`config.mk`:
```
export PLATFORM = sky130hd
export DESIGN_NAME = spi_slave_ctrl_flat
export DESIGN_NICKNAME = d
export VERILOG_FILES = /design/src/rtl/spi_slave_ctrl_if.sv /design/src/rtl/spi_slave_ctrl.sv /design/src/flat_wrapper.sv
export SDC_FILE = /design/constraint.sdc
export NUM_CORES = 1
export LEC_CHECK = 0
export ABC_AREA = 1
export CELL_PAD_IN_SITES_DETAIL_PLACEMENT = 1
export CELL_PAD_IN_SITES_GLOBAL_PLACEMENT = 2
export CORE_ASPECT_RATIO = 0.6
export CORE_MARGIN = 1.5
export CORE_UTILIZATION = 33
export DETAILED_ROUTE_END_ITERATION = 8
export PLACE_DENSITY = 0.82
export SLEW_MARGIN = 0
export SYNTH_ARGS = -nofsm -noshare
export SYNTH_HDL_FRONTEND = slang
export SYNTH_SLANG_ARGS = --single-unit
export TNS_END_PERCENT = 1
```
`constraint.sdc`:
```
create_clock -name clk -period 1.5 [get_ports clk]
set_input_delay 0.3 -clock clk [delete_from_list [all_inputs] [get_ports clk]]
set_output_delay 0.3 -clock clk [all_outputs]
set_load 0.005 [all_outputs]
```
`src/rtl/spi_slave_ctrl_if.sv`:
```
// SPI slave controller bus: SPI pins plus the RAM-side frame/read-data handshake.
interface spi_slave_ctrl_if #(
    parameter int ADDR_SIZE = 8
);
    logic                 SS_n;
    logic                 MOSI;
    logic                 MISO;
    logic [ADDR_SIZE+1:0] rx_data;
    logic                 rx_valid;
    logic [ADDR_SIZE-1:0] tx_data;
    logic                 tx_valid;

    // Controller side
    modport slave (
        input  SS_n,
        input  MOSI,
        output MISO,
        output rx_data,
        output rx_valid,
        input  tx_data,
        input  tx_valid
    );

    // SPI master / RAM side
    modport master (
        output SS_n,
        output MOSI,
        input  MISO,
        input  rx_data,
        input  rx_valid,
        output tx_data,
        output tx_valid
    );
endinterface

```
`src/rtl/spi_slave_ctrl.sv`:
```
// SPI slave controller: assembles ADDR_SIZE+2 bit frames for a RAM and
// serialises RAM read data back on MISO.
module spi_slave_ctrl #(
    parameter int ADDR_SIZE = 8
) (
    input  logic           clk,
    input  logic           rst_n,
    spi_slave_ctrl_if.slave bus
);
    localparam int CNT_W    = $clog2(ADDR_SIZE + 2);
    localparam int TX_CNT_W = $clog2(ADDR_SIZE + 1);

    typedef enum logic [2:0] {
        IDLE      = 3'd0,
        CHK_CMD   = 3'd1,
        WRITE     = 3'd2,
        READ_ADD  = 3'd3,
        READ_DATA = 3'd4
    } state_t;

    state_t                state;
    state_t                state_next;
    logic [CNT_W-1:0]      bit_cnt;
    logic                  word_done;     // frame word captured, no more shifting
    logic [ADDR_SIZE:0]    rx_shreg;      // bits received so far, before bit 0
    logic [ADDR_SIZE+1:0]  rx_data;
    logic                  rx_valid;
    logic                  rd_addr_done;
    logic [ADDR_SIZE-1:0]  tx_shreg;
    logic [TX_CNT_W-1:0]   tx_cnt;        // bits still to present on MISO
    logic                  tx_busy;
    logic                  tx_fin;        // read byte already sent in this frame
    logic                  shifting;

    assign shifting = (state == WRITE) || (state == READ_ADD) || (state == READ_DATA);

    // State register
    always_ff @(posedge clk or negedge rst_n) begin
        if (!rst_n) state <= IDLE;
        else        state <= state_next;
    end

    // Next-state function; SS_n high always returns to IDLE
    always_comb begin
        state_next = state;
        case (state)
            IDLE:    if (!bus.SS_n) state_next = CHK_CMD;
            CHK_CMD: begin
                if (bus.SS_n)         state_next = IDLE;
                else if (!bus.MOSI)   state_next = WRITE;
                else if (rd_addr_done) state_next = READ_DATA;
                else                  state_next = READ_ADD;
            end
            default: if (bus.SS_n) state_next = IDLE;
        endcase
    end

    // Receive shift register; no reset needed, only meaningful mid-frame
    always_ff @(posedge clk) begin
        if (!bus.SS_n && ((state == CHK_CMD) || (shifting && !word_done)))
            rx_shreg <= {rx_shreg[ADDR_SIZE-1:0], bus.MOSI};
    end

    // Frame completion, read-address tracking and transmit serialiser
    always_ff @(posedge clk or negedge rst_n) begin
        if (!rst_n) begin
            bit_cnt      <= '0;
            word_done    <= 1'b0;
            rx_data      <= '0;
            rx_valid     <= 1'b0;
            rd_addr_done <= 1'b0;
            tx_shreg     <= '0;
            tx_cnt       <= '0;
            tx_busy      <= 1'b0;
            tx_fin       <= 1'b0;
        end else begin
            rx_valid <= 1'b0;
            if (bus.SS_n) begin
                // Abort: drop partial word and any transmit; rd_addr_done kept
                bit_cnt   <= '0;
                word_done <= 1'b0;
                tx_shreg  <= '0;
                tx_cnt    <= '0;
                tx_busy   <= 1'b0;
                tx_fin    <= 1'b0;
            end else if (state == CHK_CMD) begin
                bit_cnt   <= CNT_W'(ADDR_SIZE);
                word_done <= 1'b0;
            end else if (shifting && !word_done) begin
                if (bit_cnt == '0) begin
                    rx_data   <= {rx_shreg, bus.MOSI};
                    rx_valid  <= 1'b1;
                    word_done <= 1'b1;
                    if (state == READ_ADD) rd_addr_done <= 1'b1;
                end else begin
                    bit_cnt <= bit_cnt - 1'b1;
                end
            end else if (state == READ_DATA) begin
                if (tx_busy) begin
                    if (tx_cnt == TX_CNT_W'(1)) begin
                        tx_busy      <= 1'b0;
                        tx_fin       <= 1'b1;
                        tx_shreg     <= '0;
                        tx_cnt       <= '0;
                        rd_addr_done <= 1'b0;
                    end else begin
                        tx_shreg <= tx_shreg << 1;
                        tx_cnt   <= tx_cnt - 1'b1;
                    end
                end else if (!tx_fin && bus.tx_valid) begin
                    tx_shreg <= bus.tx_data;
                    tx_cnt   <= TX_CNT_W'(ADDR_SIZE);
                    tx_busy  <= 1'b1;
                end
            end
        end
    end

    assign bus.MISO     = tx_busy & tx_shreg[ADDR_SIZE-1];
    assign bus.rx_data  = rx_data;
    assign bus.rx_valid = rx_valid;
endmodule

```
`src/flat_wrapper.sv`:
```
// flat-port wrapper written by rule: the top's interface ports become plain ports
module spi_slave_ctrl_flat 
#(
    parameter int ADDR_SIZE = 8
)
  (clk, rst_n, bus_SS_n, bus_MOSI, bus_MISO, bus_rx_data, bus_rx_valid, bus_tx_data, bus_tx_valid);
  spi_slave_ctrl_if #(.ADDR_SIZE(ADDR_SIZE)) bus_i ();
  input  logic clk;
  input  logic rst_n;
  input wire logic [$bits(bus_i.SS_n)-1:0] bus_SS_n;
  input wire logic [$bits(bus_i.MOSI)-1:0] bus_MOSI;
  output wire logic [$bits(bus_i.MISO)-1:0] bus_MISO;
  output wire logic [$bits(bus_i.rx_data)-1:0] bus_rx_data;
  output wire logic [$bits(bus_i.rx_valid)-1:0] bus_rx_valid;
  input wire logic [$bits(bus_i.tx_data)-1:0] bus_tx_data;
  input wire logic [$bits(bus_i.tx_valid)-1:0] bus_tx_valid;
  assign bus_i.SS_n = bus_SS_n;
  assign bus_i.MOSI = bus_MOSI;
  assign bus_MISO = bus_i.MISO;
  assign bus_rx_data = bus_i.rx_data;
  assign bus_rx_valid = bus_i.rx_valid;
  assign bus_i.tx_data = bus_tx_data;
  assign bus_i.tx_valid = bus_tx_valid;
  spi_slave_ctrl #(.ADDR_SIZE(ADDR_SIZE)) u_core (.clk(clk), .rst_n(rst_n), .bus(bus_i));
endmodule
```
==> flow_metrics.env <==
export IMPL_root_buffer="clkbuf_8"
export IMPL_yosys_area_top_type="dfrtp_1"
export IMPL_synth_area_leaders="dfrtp_1 42%, nand2_1 20%, edfxtp_1 13%"
export IMPL_total_power_uw=3679
export IMPL_tightest_slew_ns=0.2911
export IMPL_timing_critical_path_mode_cell="nand2_1"
export IMPL_synth_compound_area_share=0.03690
export IMPL_syn_nets=259
export IMPL_die_x_microns=104.4
export IMPL_cp_top_family="simple AND/OR/NAND/NOR gates"
export IMPL_drv_slew=0
export IMPL_timing_final_ws_setup_ns=0.03299
export IMPL_drtIter0Drc=77
export IMPL_yosysSeqAreaShare=0.5510
export IMPL_antenna_found_initial=0
export IMPL_synth_area_mux_share=0
export IMPL_clkSlewWorstSetupHoldPaths_ns=0.09
export IMPL_drtPass1Iterations=4
export IMPL_grt_usage=0.1703
export IMPL_critPathLaunch="u_core.bit_cnt[0]"
export IMPL_slowest_delay_ns=0.39
export IMPL_critPathBufInv=3
export IMPL_cts_sinks=43
export IMPL_place_congestion=0.7804
export IMPL_syn2layout_area_growth_pct=31.80
export IMPL_worstPathMaxFanout=3
export IMPL_fillers=701
export IMPL_synth_distinct_cells=24
export IMPL_vdd_drop_max_v=0.0006591
export IMPL_critPathCapture="u_core.rd_addr_done"
export IMPL_syn_area_per_cell_sq_um=8.407
export IMPL_cellLeakagePower_uw=0.001345
export IMPL_drtAntennaViolNets=0
export IMPL_whs_ns=0.3616
export IMPL_dp_hpwl_microns=3887
export IMPL_via_count=1709
export IMPL_cp_depth=10
export IMPL_die_height_microns=63.82
export IMPL_layout_common_cells="107 x nand2_1, 34 x dfrtp_1, 22 x buf_4"
export IMPL_synthCells=242
export IMPL_synth_warnings=0
export IMPL_cap_violations=0
export IMPL_status="complete, no violations"
export IMPL_grt_pass1_wl_microns=8707
export IMPL_setup_violations_final=0
export IMPL_drc=0
export IMPL_reg2reg_depth=10
export IMPL_ys_ff_latch=43
export IMPL_htree_num_levels=2
export IMPL_pre_cts_ws_ns=-0.2987
export IMPL_die_area_sq_um=6661
export IMPL_rsz0062_at_grt="true"
export IMPL_initial_core_util=0.3536
export IMPL_io_buffers=24
export IMPL_nets=310
export IMPL_cts_path_max_buffers=2
export IMPL_yosys_area_share_simple=0.3180
export IMPL_startpoint_type="flip-flop"
export IMPL_hold_path_class="in -> async"
export IMPL_reg2reg_to="u_core.rd_addr_done"
export IMPL_crit_arrival_ns=1.67
export IMPL_antennaDiodeCount=0
export IMPL_max_slew_margin=0.8052
export IMPL_numCtsBuffers=5
export IMPL_clkLatencyLatePin_ns=0.30
export IMPL_layout_commonest_cell="nand2_1"
export IMPL_wirelength_microns=5166
export IMPL_r2r_slack_ns=0.03
export IMPL_crit_chain="inv_1 > ha_1 > nand2_1 > nor2_4 > nand3_4 > buf_4 > nand2_1 > nand2_1 > nand2_1 > inv_1"
export IMPL_final_min_clock_period_ns=1.467
export IMPL_cts_tree="built"
export IMPL_routedWlPerCell_microns=13.81
export IMPL_synth_top_cell_area_share=0.4182
export IMPL_power_density_nw_per_um2=1372
export IMPL_finalCritPeriodShare=0.9780
export IMPL_ios=25
export IMPL_slowest_stage="dfrtp_1"
export IMPL_cp_data_required_time_ns=1.71
export IMPL_grt_pass1_vias=1721
export IMPL_drive_above_1_share=0.1701
export IMPL_synth_top_family_by_area="simple AND/OR/NAND/NOR gates"
export IMPL_viasPerCell=4.570
export IMPL_cp_end_kind="flip-flop"
export IMPL_syn_area_sq_um=2034
export IMPL_coreArea_sq_um=5754
export IMPL_hold_violations=0
export IMPL_grt_max_degree=35
export IMPL_fp_row_count=21
export IMPL_r2r_start="u_core.bit_cnt[0]"
export IMPL_synth_fa_ha_area_frac=0.02460
export IMPL_synthXorXnorAreaFrac=0.008610
export IMPL_critPathKind="reg -> reg"
export IMPL_skew_ns=0.005616
export IMPL_fmax_mhz=681.7
export IMPL_grt_overflow_total=0
[cells in the mapped netlist (all sizes together)]
cell type / number
a21oi: 3
ha: 4
xor2: 1
nand3: 20
o21ai: 8
buf: 5
nand2: 112
nor3: 1
inv: 23
dfrtp: 34
edfxtp: 9
o22ai: 2
nand4: 5
xnor2: 1
nor2: 14
[layer usage]
layer  wire length (microns)  share of wire  GRT usage
met5                       0              0          0
met4                      64          0.012    0.05729
met3                     157          0.030    0.03571
met2                    1930           0.37     0.2286
met1                    3013           0.58     0.2651
[flip-flops by register name, summed over array words and instances (netlist names)]
register	flops
u_core.state	3
u_core.tx_cnt	4
u_core.bit_cnt	4
u_core.rd_addr_done	1
u_core.rx_shreg	9
u_core.word_done	1
u_core.bus.rx_valid	1
u_core.bus.rx_data	10
u_core.tx_fin	1
u_core.tx_busy	1
u_core.tx_shreg	8
[how the worst min path moves through the flow]
stage	start	to	slack (ns)	depth (start not counted)
5_1_grt	rst_n	u_core.bus.rx_data[1]	0.38	2
2_1_floorplan	rst_n	u_core.bit_cnt[0]	0.004	0
4_1_cts	rst_n	u_core.bus.rx_data[9]	0.36	2
3_5_place_dp	u_core.rx_shreg[0]	u_core.rx_shreg[1]	0.43	0
3_3_place_gp	u_core.rx_shreg[4]	u_core.rx_shreg[5]	0.43	0
6_report	rst_n	u_core.bus.rx_data[1]	0.36	2
[logic make-up (layout without fill, tap and decap cells)]
family | after synthesis | in the layout
XOR/XNOR | 2 | 2
adder cells (fa/ha/maj) | 4 | 4
buffers and inverters | 28 | 79
AND/OR/NAND/NOR | 152 | 153
AO/OA/AOI/OAI | 13 | 13
flip-flops | 43 | 43
[area by class of cell]
class                      count  area [sq um]  area share
sequential                    43          1121      0.4181
multi-input combinational    172         830.8      0.3098
timing repair buffer          48         450.4      0.1680
tap                           80         100.1     0.03733
inverter                      23         86.33     0.03220
clock buffer                   5         68.82     0.02566
clock inverter                 3         23.77    0.008866
[power by group]
part | leakage (uW) | switching (uW) | internal (uW)
Clock | 0.0000408 | 444 | 333
Combinational | 0.000781 | 635 | 609
Sequential | 0.000523 | 179 | 1480
Total | 0.00134 | 1260 | 2420
[per-stage QoR]
step	cell area, sq um	TNS, ns	util	std cells
after CTS	2630	-0.005539	0.4571	372
final	2681	0	0.4660	374
after floorplan	2034	0	-	242
after global routing	2681	-0.7321	0.4660	374
after detailed placement	2527	-6.934	0.4392	363
after global placement	2527	-5.320	0.4392	363
[timing repair]
item                       in CTS  in global routing
setup endpoints to repair      12                 27
cloned                          0                  1
hold endpoints to repair        0                  0
hold buffers                    0                  0
setup buffers                   1                  1
pin swaps                       0                  3
resized for setup               3                  8
Power figures use the tool's default switching activity.
